$ cat src/rtl/as2650_bus_responder_if.sv
`default_nettype none
// +----------------------------------------------------------------------+
// | as2650_bus_responder_if: AS2650 pin bus plus backing memory port     |
// | Rev 1.0                                                              |
// +----------------------------------------------------------------------+
interface as2650_bus_responder_if;
  logic [7:0]  bus_out;
  logic        le_lo;
  logic        le_hi;
  logic        oeb;
  logic        web;
  logic        ioc;
  logic        iod;
  logic [7:0]  bus_in;
  logic        bus_in_oe;
  logic [15:0] mem_addr;
  logic        mem_req;
  logic        mem_we;
  logic [7:0]  mem_wdata;
  logic [7:0]  mem_rdata;
  logic        mem_ack;

  // Responder side
  modport slave (
    input  bus_out, le_lo, le_hi, oeb, web, ioc, iod, mem_rdata, mem_ack,
    output bus_in, bus_in_oe, mem_addr, mem_req, mem_we, mem_wdata
  );

  // Core / memory model side
  modport master (
    output bus_out, le_lo, le_hi, oeb, web, ioc, iod, mem_rdata, mem_ack,
    input  bus_in, bus_in_oe, mem_addr, mem_req, mem_we, mem_wdata
  );
endinterface
`default_nettype wire

$ cat src/rtl/as2650_bus_responder.sv
`default_nettype none
// +----------------------------------------------------------------------+
// | as2650_bus_responder: address latch, memory/IO cycle FSM, error flag |
// | Rev 1.0                                                              |
// +----------------------------------------------------------------------+
module as2650_bus_responder #(
  parameter int         SYNC_STAGES = 2,
  parameter logic [7:0] RST_PORT_A  = 8'h00
) (
  input  wire logic              wb_clk_i,
  input  wire logic              wb_rst_i,
  as2650_bus_responder_if.slave  bus,
  output logic [7:0]             port_a_out,
  input  wire logic [7:0]        port_b_in,
  output logic                   bus_err
);

  localparam logic [2:0] ST_IDLE    = 3'd0;
  localparam logic [2:0] ST_RD_REQ  = 3'd1;
  localparam logic [2:0] ST_RD_HOLD = 3'd2;
  localparam logic [2:0] ST_WR_WAIT = 3'd3;
  localparam logic [2:0] ST_WR_REQ  = 3'd4;

  logic [2:0]  state_q,    state_d;
  logic [15:0] addr_q,     addr_d;
  logic [7:0]  bus_in_q,   bus_in_d;
  logic        oe_q,       oe_d;
  logic [15:0] mem_addr_q, mem_addr_d;
  logic        req_q,      req_d;
  logic        we_q,       we_d;
  logic [7:0]  wdata_q,    wdata_d;
  logic [7:0]  port_a_q,   port_a_d;
  logic        err_q,      err_d;
  logic        abort_q,    abort_d;
  logic        oeb_q;
  logic        web_q;
  logic [SYNC_STAGES-1:0][7:0] sync_q, sync_d;

  logic       oeb_fall, oeb_rise, web_fall, web_rise;
  logic       io_cycle, err_level;
  logic [7:0] port_b_sync;

  assign oeb_fall    = oeb_q & ~bus.oeb;
  assign oeb_rise    = ~oeb_q & bus.oeb;
  assign web_fall    = web_q & ~bus.web;
  assign web_rise    = ~web_q & bus.web;
  assign io_cycle    = bus.ioc | bus.iod;
  assign port_b_sync = sync_q[SYNC_STAGES-1];

  // Protocol violations that are visible from pin levels alone
  assign err_level = (~bus.oeb & ~bus.web) |
                     ((bus.le_lo | bus.le_hi) & (~bus.oeb | ~bus.web));

  always_comb begin
    sync_d[0] = port_b_in;
    for (int i = 1; i < SYNC_STAGES; i++) begin
      sync_d[i] = sync_q[i-1];
    end
  end

  always_comb begin
    addr_d = addr_q;
    if (bus.le_lo) addr_d[7:0]  = bus.bus_out;
    if (bus.le_hi) addr_d[15:8] = bus.bus_out;

    state_d    = state_q;
    bus_in_d   = bus_in_q;
    oe_d       = oe_q;
    mem_addr_d = mem_addr_q;
    req_d      = req_q;
    we_d       = we_q;
    wdata_d    = wdata_q;
    port_a_d   = port_a_q;
    abort_d    = abort_q;
    err_d      = err_q | err_level;

    // Decisions use addr_d so a strobe that coincides with a latch sees the new address
    case (state_q)
      ST_IDLE: begin
        if (oeb_fall) begin
          if (io_cycle) begin
            bus_in_d = addr_d[0] ? port_b_sync : port_a_q;
            oe_d     = 1'b1;
            state_d  = ST_RD_HOLD;
          end else begin
            mem_addr_d = addr_d;
            req_d      = 1'b1;
            we_d       = 1'b0;
            abort_d    = 1'b0;
            state_d    = ST_RD_REQ;
          end
        end else if (web_fall) begin
          state_d = ST_WR_WAIT;
        end
      end
      ST_RD_REQ: begin
        if (oeb_fall | web_fall) err_d = 1'b1;
        if (oeb_rise) begin
          err_d   = 1'b1;
          abort_d = 1'b1;
        end
        if (bus.mem_ack) begin
          req_d = 1'b0;
          if (abort_q | oeb_rise) begin
            state_d = ST_IDLE;
          end else begin
            bus_in_d = bus.mem_rdata;
            oe_d     = 1'b1;
            state_d  = ST_RD_HOLD;
          end
        end
      end
      ST_RD_HOLD: begin
        if (bus.oeb) begin
          oe_d    = 1'b0;
          state_d = ST_IDLE;
        end
      end
      ST_WR_WAIT: begin
        if (web_rise) begin
          if (io_cycle) begin
            if (!addr_d[0]) port_a_d = wdata_q;
            state_d = ST_IDLE;
          end else begin
            mem_addr_d = addr_d;
            req_d      = 1'b1;
            we_d       = 1'b1;
            state_d    = ST_WR_REQ;
          end
        end else if (!bus.web) begin
          wdata_d = bus.bus_out;
        end
      end
      ST_WR_REQ: begin
        if (oeb_fall | web_fall) err_d = 1'b1;
        if (bus.mem_ack) begin
          req_d   = 1'b0;
          we_d    = 1'b0;
          state_d = ST_IDLE;
        end
      end
      default: begin
        state_d = ST_IDLE;
      end
    endcase
  end

  always_ff @(posedge wb_clk_i or posedge wb_rst_i) begin
    if (wb_rst_i) begin
      state_q    <= ST_IDLE;
      addr_q     <= 16'h0000;
      bus_in_q   <= 8'h00;
      oe_q       <= 1'b0;
      mem_addr_q <= 16'h0000;
      req_q      <= 1'b0;
      we_q       <= 1'b0;
      wdata_q    <= 8'h00;
      port_a_q   <= RST_PORT_A;
      err_q      <= 1'b0;
      abort_q    <= 1'b0;
      oeb_q      <= 1'b1;
      web_q      <= 1'b1;
      sync_q     <= '0;
    end else begin
      state_q    <= state_d;
      addr_q     <= addr_d;
      bus_in_q   <= bus_in_d;
      oe_q       <= oe_d;
      mem_addr_q <= mem_addr_d;
      req_q      <= req_d;
      we_q       <= we_d;
      wdata_q    <= wdata_d;
      port_a_q   <= port_a_d;
      err_q      <= err_d;
      abort_q    <= abort_d;
      oeb_q      <= bus.oeb;
      web_q      <= bus.web;
      sync_q     <= sync_d;
    end
  end

  assign bus.bus_in    = bus_in_q;
  assign bus.bus_in_oe = oe_q;
  assign bus.mem_addr  = mem_addr_q;
  assign bus.mem_req   = req_q;
  assign bus.mem_we    = we_q;
  assign bus.mem_wdata = wdata_q;
  assign port_a_out    = port_a_q;
  assign bus_err       = err_q;

endmodule
`default_nettype wire
$ cat src/flat_wrapper.sv
// flat-port wrapper written by rule: the top's interface ports become plain ports
module as2650_bus_responder_flat 
#(
  parameter int         SYNC_STAGES = 2,
  parameter logic [7:0] RST_PORT_A  = 8'h00
)
  (wb_clk_i, wb_rst_i, port_a_out, port_b_in, bus_err, bus_bus_out, bus_le_lo, bus_le_hi, bus_oeb, bus_web, bus_ioc, bus_iod, bus_mem_rdata, bus_mem_ack, bus_bus_in, bus_bus_in_oe, bus_mem_addr, bus_mem_req, bus_mem_we, bus_mem_wdata);
  as2650_bus_responder_if bus_i ();
  input  wire logic wb_clk_i;
  input  wire logic wb_rst_i;
  output logic [7:0] port_a_out;
  input  wire logic [7:0] port_b_in;
  output logic bus_err;
  input wire logic [$bits(bus_i.bus_out)-1:0] bus_bus_out;
  input wire logic [$bits(bus_i.le_lo)-1:0] bus_le_lo;
  input wire logic [$bits(bus_i.le_hi)-1:0] bus_le_hi;
  input wire logic [$bits(bus_i.oeb)-1:0] bus_oeb;
  input wire logic [$bits(bus_i.web)-1:0] bus_web;
  input wire logic [$bits(bus_i.ioc)-1:0] bus_ioc;
  input wire logic [$bits(bus_i.iod)-1:0] bus_iod;
  input wire logic [$bits(bus_i.mem_rdata)-1:0] bus_mem_rdata;
  input wire logic [$bits(bus_i.mem_ack)-1:0] bus_mem_ack;
  output wire logic [$bits(bus_i.bus_in)-1:0] bus_bus_in;
  output wire logic [$bits(bus_i.bus_in_oe)-1:0] bus_bus_in_oe;
  output wire logic [$bits(bus_i.mem_addr)-1:0] bus_mem_addr;
  output wire logic [$bits(bus_i.mem_req)-1:0] bus_mem_req;
  output wire logic [$bits(bus_i.mem_we)-1:0] bus_mem_we;
  output wire logic [$bits(bus_i.mem_wdata)-1:0] bus_mem_wdata;
  assign bus_i.bus_out = bus_bus_out;
  assign bus_i.le_lo = bus_le_lo;
  assign bus_i.le_hi = bus_le_hi;
  assign bus_i.oeb = bus_oeb;
  assign bus_i.web = bus_web;
  assign bus_i.ioc = bus_ioc;
  assign bus_i.iod = bus_iod;
  assign bus_i.mem_rdata = bus_mem_rdata;
  assign bus_i.mem_ack = bus_mem_ack;
  assign bus_bus_in = bus_i.bus_in;
  assign bus_bus_in_oe = bus_i.bus_in_oe;
  assign bus_mem_addr = bus_i.mem_addr;
  assign bus_mem_req = bus_i.mem_req;
  assign bus_mem_we = bus_i.mem_we;
  assign bus_mem_wdata = bus_i.mem_wdata;
  as2650_bus_responder #(.SYNC_STAGES(SYNC_STAGES), .RST_PORT_A(RST_PORT_A)) u_core (.wb_clk_i(wb_clk_i), .wb_rst_i(wb_rst_i), .bus(bus_i), .port_a_out(port_a_out), .port_b_in(port_b_in), .bus_err(bus_err));
endmodule
$ cat config.mk
export PLATFORM = sky130hd
export DESIGN_NAME = as2650_bus_responder_flat
export DESIGN_NICKNAME = d
export VERILOG_FILES = /design/src/rtl/as2650_bus_responder_if.sv /design/src/rtl/as2650_bus_responder.sv /design/src/flat_wrapper.sv
export SDC_FILE = /design/constraint.sdc
export NUM_CORES = 1
export LEC_CHECK = 0
export ABC_AREA = 1
export CAP_MARGIN = 20
export CORE_ASPECT_RATIO = 0.7
export CORE_MARGIN = 3
export CORE_UTILIZATION = 62
export DETAILED_ROUTE_END_ITERATION = 8
export DONT_BUFFER_PORTS = 1
export GPL_ROUTABILITY_DRIVEN = 0
export PLACE_DENSITY = 0.84
export SKIP_CTS_REPAIR_TIMING = 1
export SLEW_MARGIN = 20
export SYNTH_ARGS = -nofsm -noshare
export SYNTH_HDL_FRONTEND = slang
export SYNTH_SLANG_ARGS = --single-unit
$ cat constraint.sdc
create_clock -name wb_clk_i -period 3.15 [get_ports wb_clk_i]
set_input_delay 0.4725 -clock wb_clk_i [delete_from_list [all_inputs] [get_ports wb_clk_i]]
set_output_delay 0.4725 -clock wb_clk_i [all_outputs]
set_load 0.02 [all_outputs]
==> results.py, run 1 <==
metrics = {
    "outcome": {
        "status": "complete, no violations",
    },
    "cells_and_area": {
        "areaGrowthSynthToFinish_pct": 8.93,
        "nNetsFinal": 440,
        "antenna_cells": 0,
        "drive_gt1_frac": 0.0801,
        "final_cell_area_sq_um": 3740,
        "fillCellCount": 371,
        "fin_cells": 481,
    },
    "flow_run": {
        "cap_viol_max_count": 0,
    },
    "yosys": {
        "seq_area_frac_synth": 0.598,
        "ys_seq_elements": 82,
        "synth_area_sq_um": 3430,
        "syn-num-nets": 435,
        "synth_warnings": 0,
        "syn_area_per_cell_sq_um": 8.54,
        "ys_types": 21,
        "synthCells": 402,
    },
    "floorplanning": {
        "die_x_microns": 94.9,
        "ios": 77,
        "start_util": 0.681,
        "dieHeight_microns": 68.3,
        "dieArea_sq_um": 6480,
        "core_area_sq_um": 5040,
        "row_count": 21,
    },
    "sta": {
        "final-setup-viol-count": 0,
        "rsz0062_at_grt": "no",
        "hold_viol": 0,
        "fmax_ghz": 0.475,
        "tns_ps": 0,
        "fin_crit_sh": 0.668,
        "setup_slack_ps": 1050,
        "worst_pin_slew_ps": 660,
        "fin_crit_ps": 2100,
        "skew_ps": 7.92,
        "slew_headroom": 0.558,
        "holdWs_ps": 106,
        "slew_viol_final": 0,
    },
    "global_routing": {
        "grt_pass1_wl_mm": 12.5,
        "track_usage": 0.263,
        "grt_start_max_net_pins": 42,
        "antenna_found_initial": 0,
        "gr-total-overflow": 0,
        "grt_pass1_vias": 2534,
    },
    "detailed_routing": {
        "drt-pass1-iter-count": 5,
        "met1Wirelength_mm": 3.20,
        "drt_iter0_drc": 220,
        "drc": 0,
        "route.met2.wl_mm": 3.48,
        "post_drt_via_cell_ratio": 5.56,
        "wl_per_cell_microns": 16.2,
        "ant_nets": 0,
        "highest_layer": "met4",
        "vias": 2673,
        "met3_length_mm": 1.00,
        "routed_wl_mm": 7.80,
    },
    "placed_design": {
        "dpl_cell_area_sq_um": 3500,
        "dp_worst_setup_slack_ps": 1100,
        "port_buffers": 0,
        "dp.cells": 464,
        "place_hpwl_mm": 5.79,
    },
    "min_path": {
        "hold_path_class": "input pin to flip-flop",
    },
    "clock_network": {
        "clkLatencyLatePin_ps": 360,
        "cts_buffers": 9,
        "cts_sinks": 82,
        "clockRootBuffer": "clkbuf_8",
        "cts_buffer_depth": 2,
        "cts_tree": "yes",
        "clk_pin_slew_ps": 90,
        "htreeDepth": 3,
    },
    "critical_path": {
        "cpPeakStageDelay_ps": 520,
        "startpoint_type": "flip-flop",
        "cp_data_required_time_ps": 3390,
        "path_common_cell": "nand2_1",
        "criticalPathCategory": "flip-flop to flip-flop",
        "arrival_ps": 2350,
        "end_kind": "flip-flop",
        "r2r_setup_slack_ps": 1050,
        "crit_chain": "inv_1 -> nand2_1 -> nor2_1 -> nand2_1 -> nand3_1 -> nor2_4 -> nand2_1 -> nand2_1",
        "slowest_stage": "nor2_1",
        "crit_fanout": 11,
    },
    "power": {
        "ir_drop_mv": 0.508,
        "leakagePower_uw": 0.00203,
        "power_density_nw_per_um2": 993,
    },
}
## cells in the mapped netlist
cell type	n	area, sq um
o21ai_0	17	85.1
dfstp_2	2	52.6
o22ai_1	1	6.26
dfrtp_1	80	2000
a21oi_1	12	60.1
buf_6	1	11.3
nand3_1	36	180
and2_1	1	6.26
nand3b_1	1	7.51
mux2_2	5	56.3
nor2_4	1	11.3
nand4_1	2	12.5
nand2_2	1	6.26
nand2_1	174	653
nor2_2	2	12.5
buf_4	1	7.51
inv_1	37	139
nor2_1	16	60.1
nand2_4	1	11.3
buf_2	9	45.0
clkinv_1	2	7.51
## through the flow
| stage | utilization | total power, uW |
|---|---|---|
| 2_1_floorplan | - | 2570 |
| 3_3_place_gp | 0.690 | 2780 |
| 3_5_place_dp | 0.694 | 2830 |
| 4_1_cts | 0.739 | 3700 |
| 5_1_grt | 0.741 | 3940 |
| 6_report | 0.741 | 3710 |
## where the power goes
group          leakage, uW  switching [uW]  internal (uW)  total [uW]
sequential        0.000984             543           1350        1890
combinational     0.000927             641            305         947
clock             0.000117             411            461         872
## registers in the layout, summed over array words and instances, names as in the netlist
| name | cells |
|---|---|
| u_core.abort_q | 1 |
| u_core.addr_q | 16 |
| u_core.bus.bus_in | 8 |
| u_core.bus.bus_in_oe | 1 |
| u_core.bus.mem_addr | 16 |
| u_core.bus.mem_req | 1 |
| u_core.bus.mem_wdata | 8 |
| u_core.bus.mem_we | 1 |
| u_core.bus_err | 1 |
| u_core.oeb_q | 1 |
| u_core.port_a_out | 8 |
| u_core.port_b_sync | 8 |
| u_core.state_q | 3 |
| u_core.sync_d | 8 |
| u_core.web_q | 1 |
## path summary, 6_finish.rpt
kind	from	to	depth (start not counted)
setup / recovery	u_core.state_q[2]	u_core.bus.bus_in[0]	8
hold / removal	bus_oeb	u_core.oeb_q	0
setup reg to reg	u_core.state_q[2]	u_core.bus.bus_in[0]	8
hold reg to reg	u_core.sync_d[10]	u_core.port_b_sync[2]	0
max in group asynchronous	wb_rst_i	u_core.bus.bus_in[4]	4
min in group asynchronous	wb_rst_i	u_core.bus.mem_wdata[1]	2
## cell usage in the layout (no fill, tap or decap)
| cell type | netlist | layout |
|---|---|---|
| nand2_1 | 174 | 174 |
| dfrtp_1 | 80 | 80 |
| inv_1 | 37 | 36 |
| nand3_1 | 36 | 36 |
| o21ai_0 | 17 | 17 |
| nor2_1 | 16 | 16 |
| a21oi_1 | 12 | 12 |
| clkbuf_8 | 0 | 9 |
| mux2_2 | 5 | 5 |
| inv_6 | 0 | 3 |
| buf_4 | 1 | 3 |
| nor2_2 | 2 | 2 |
| clkinv_1 | 2 | 2 |
| nand4_1 | 2 | 2 |
| bufinv_16 | 0 | 2 |
| dfstp_2 | 2 | 2 |
| nor2_4 | 1 | 1 |
| nand3b_1 | 1 | 1 |
| o22ai_1 | 1 | 1 |
| clkinv_2 | 0 | 1 |
| and2_1 | 1 | 1 |
| nand2_2 | 1 | 1 |
| nand2_4 | 1 | 1 |
| inv_8 | 0 | 1 |
| clkinv_4 | 0 | 1 |
| dlygate4sd3_1 | 0 | 1 |
| buf_12 | 0 | 1 |
## critical path, delay by kind of cell, from the launching register on
| kind | cells | cell delay [ps] |
|---|---|---|
| flip-flops | 1 | 460 |
| buffers and inverters | 1 | 160 |
| AND/OR/NAND/NOR | 7 | 1370 |
## layer usage
metal | global-route usage | up-vias
li1 | - | 1263
met1 | 0.345 | 1232
met2 | 0.387 | 162
met3 | 0.121 | 16
met4 | 0.0917 | 0
met5 | 0 | -
## final cells by class
class                   count  area (sq um)  area share
flip-flops and latches     82          2050       0.549
inverters                  39           148      0.0395
multi-input cells         270          1170       0.312
well taps                  69          86.3      0.0231
clock inverters             7           106      0.0284
clock buffers               9           124      0.0331
repair buffers              5          52.6      0.0141
## logic make-up after synthesis
kind of cell	share of synthesized area
DFF	0.598
AOI/OAI and AO/OA	0.0441
buffers and inverters	0.0612
and+or+nand+nor	0.280
muxes	0.0164
No activity file was read; power rests on OpenSTA's default activity.
==> run 2, diff against run 1 <==
- CORE_UTILIZATION: 62 -> 56
- PLACE_DENSITY: 0.84 -> 0.8
- clock period: 3.15 -> 1.9 ns (I/O delays scaled with it)
==> run 2 against run 1 <==
Sequential power rose by 66%. Maximum frequency rose by 26%. Non-clock buffer count rose by 12. Clock power rose by 78%. Routed wire length rose by 0.92%. Via count fell by 0.97%. Utilization fell by 7.1 points. Total power rose by 71%. First-iteration DRC count rose by 6.8%. Critical endpoint is now u_core.bus.mem_addr[4]. Largest power group unchanged.
==> results.py, run 2 (same netlist as run 1, synthesis figures left out) <==
metrics = {
    "outcome": {
        "status": "complete, no violations",
    },
    "critical_path": {
        "r2r_cells": 8,
        "startpoint_type": "flip-flop",
        "crit_fanout": 15,
        "path_common_cell": "nand2_1",
        "crit_end": "u_core.bus.mem_addr[4]",
        "crit_chain": "nor2_2 -> nand2_1 -> inv_1 -> nand2_1 -> nand2_2 -> buf_4 -> nand3_1 -> nand2_1",
        "cpPeakStageDelay_ps": 470,
        "crit-reg2reg-launch": "u_core.state_q[0]",
        "end_kind": "flip-flop",
        "critPathLaunch": "u_core.state_q[0]",
        "cp_data_required_time_ps": 2200,
        "worst_r2r_endpoint": "u_core.bus.mem_addr[4]",
        "arrival_ps": 1970,
        "slowest_stage": "dfrtp_1",
        "criticalPathCategory": "flip-flop to flip-flop",
        "r2r_setup_slack_ps": 230,
    },
    "sta": {
        "fin_crit_ps": 1670,
        "tns_ps": 0,
        "rsz0062_at_grt": "no",
        "final-setup-viol-count": 0,
        "slew_viol_final": 0,
        "fmax_ghz": 0.600,
        "worst_pin_slew_ps": 504,
        "skew_ps": 6.69,
        "slew_headroom": 0.661,
        "setup_slack_ps": 234,
        "fin_crit_sh": 0.877,
        "hold_viol": 0,
    },
    "power": {
        "power_frac_seq": 0.495,
        "leakagePower_uw": 0.00208,
        "ir_drop_mv": 0.832,
        "p_sw_uw": 2650,
        "clockPowerShare": 0.245,
        "p_sw_frac": 0.419,
        "p_int_uw": 3680,
        "power_density_nw_per_um2": 1620,
        "p_comb_frac": 0.260,
    },
    "cells_and_area": {
        "final_cell_area_sq_um": 3900,
        "antenna_cells": 0,
        "nNetsFinal": 453,
        "areaGrowthSynthToFinish_pct": 13.5,
        "drive_gt1_frac": 0.0894,
        "fin_cells": 500,
        "layout_common_cells": "173 x nand2_1, 80 x dfrtp_1, 36 x inv_1, 35 x nand3_1, 17 x o21ai_0",
        "final_common_cell": "nand2_1",
        "fillCellCount": 476,
    },
    "floorplanning": {
        "start_util": 0.591,
        "row_count": 23,
        "core_area_sq_um": 5810,
        "dieHeight_microns": 71.5,
        "dieArea_sq_um": 7120,
        "die_x_microns": 99.6,
        "ios": 77,
    },
    "global_routing": {
        "track_usage": 0.240,
        "gr-total-overflow": 0,
        "grt_pass1_vias": 2629,
        "grt_start_max_net_pins": 83,
        "grt_pass1_wl_mm": 13.1,
        "antenna_found_initial": 0,
    },
    "detailed_routing": {
        "wl_per_cell_microns": 15.7,
        "drt_iter0_drc": 235,
        "drt-pass1-iter-count": 5,
        "drc": 0,
        "ant_nets": 0,
        "vias": 2647,
        "post_drt_via_cell_ratio": 5.29,
        "routed_wl_mm": 7.87,
    },
    "placed_design": {
        "dpl_cell_area_sq_um": 3520,
        "place_hpwl_mm": 5.78,
        "port_buffers": 0,
        "dp_worst_setup_slack_ps": 232,
        "dp.cells": 472,
    },
    "flow_run": {
        "cap_viol_max_count": 0,
    },
    "clock_network": {
        "clockRootBuffer": "clkbuf_8",
        "cts_buffers": 9,
        "cts_sinks": 82,
        "cts_buffer_depth": 2,
        "htreeDepth": 3,
        "cts_tree": "yes",
        "clkLatencyLatePin_ps": 360,
        "clk_pin_slew_ps": 90,
    },
    "min_path": {
        "holdCritStartpoint": "bus_le_lo",
        "hold_path_class": "input pin to flip-flop",
    },
}
## run 2: worst min path at each step
stage                              end  slack, ps  depth (start not counted)
3_3_place_gp              u_core.oeb_q        290                          0
5_1_grt        u_core.bus.mem_wdata[4]         60                          1
2_1_floorplan             u_core.oeb_q        290                          0
3_5_place_dp              u_core.oeb_q        290                          0
4_1_cts                   u_core.oeb_q       -100                          0
6_report              u_core.addr_q[3]         60                          2
## run 2: layout make-up
class,instances,area [sq um],share of cell area
sequential,82,2050,0.527
multi-input combinational,271,1180,0.303
timing repair buffer,17,168,0.0430
inverter,39,150,0.0385
clock inverter,7,125,0.0321
clock buffer,9,124,0.0318
tap,75,93.8,0.0241
## run 2: routing by layer
metal	global-route usage	part of all wire	up-vias
li1	-	-	1282
met1	0.326	0.42	1220
met2	0.349	0.44	131
met3	0.108	0.12	14
met4	0.0773	0.016	0
met5	0	0	-
## run 2: through the flow
stage	power [uW]	hold WS, ps	util
global placement	4670	290	0.606
CTS	6300	-100	0.649
detailed placement	4750	290	0.606
global route	6760	58.4	0.670
floorplan	4270	289	-
finish	6330	58.6	0.670
## run 2: power by group through the flow
stage,clock [uW],sequential [uW],combinational [uW]
after floorplan,0,3020,1250
after global placement,0,3160,1510
after detailed placement,0,3170,1580
after CTS,1570,3140,1590
after global routing,1650,3200,1910
final,1550,3130,1650
## run 2: critical path, delay by kind of cell (launching register included)
family,cells,cell delay (ps)
buffers and inverters,2,350
AND/OR/NAND/NOR,6,790
flip-flops,1,470
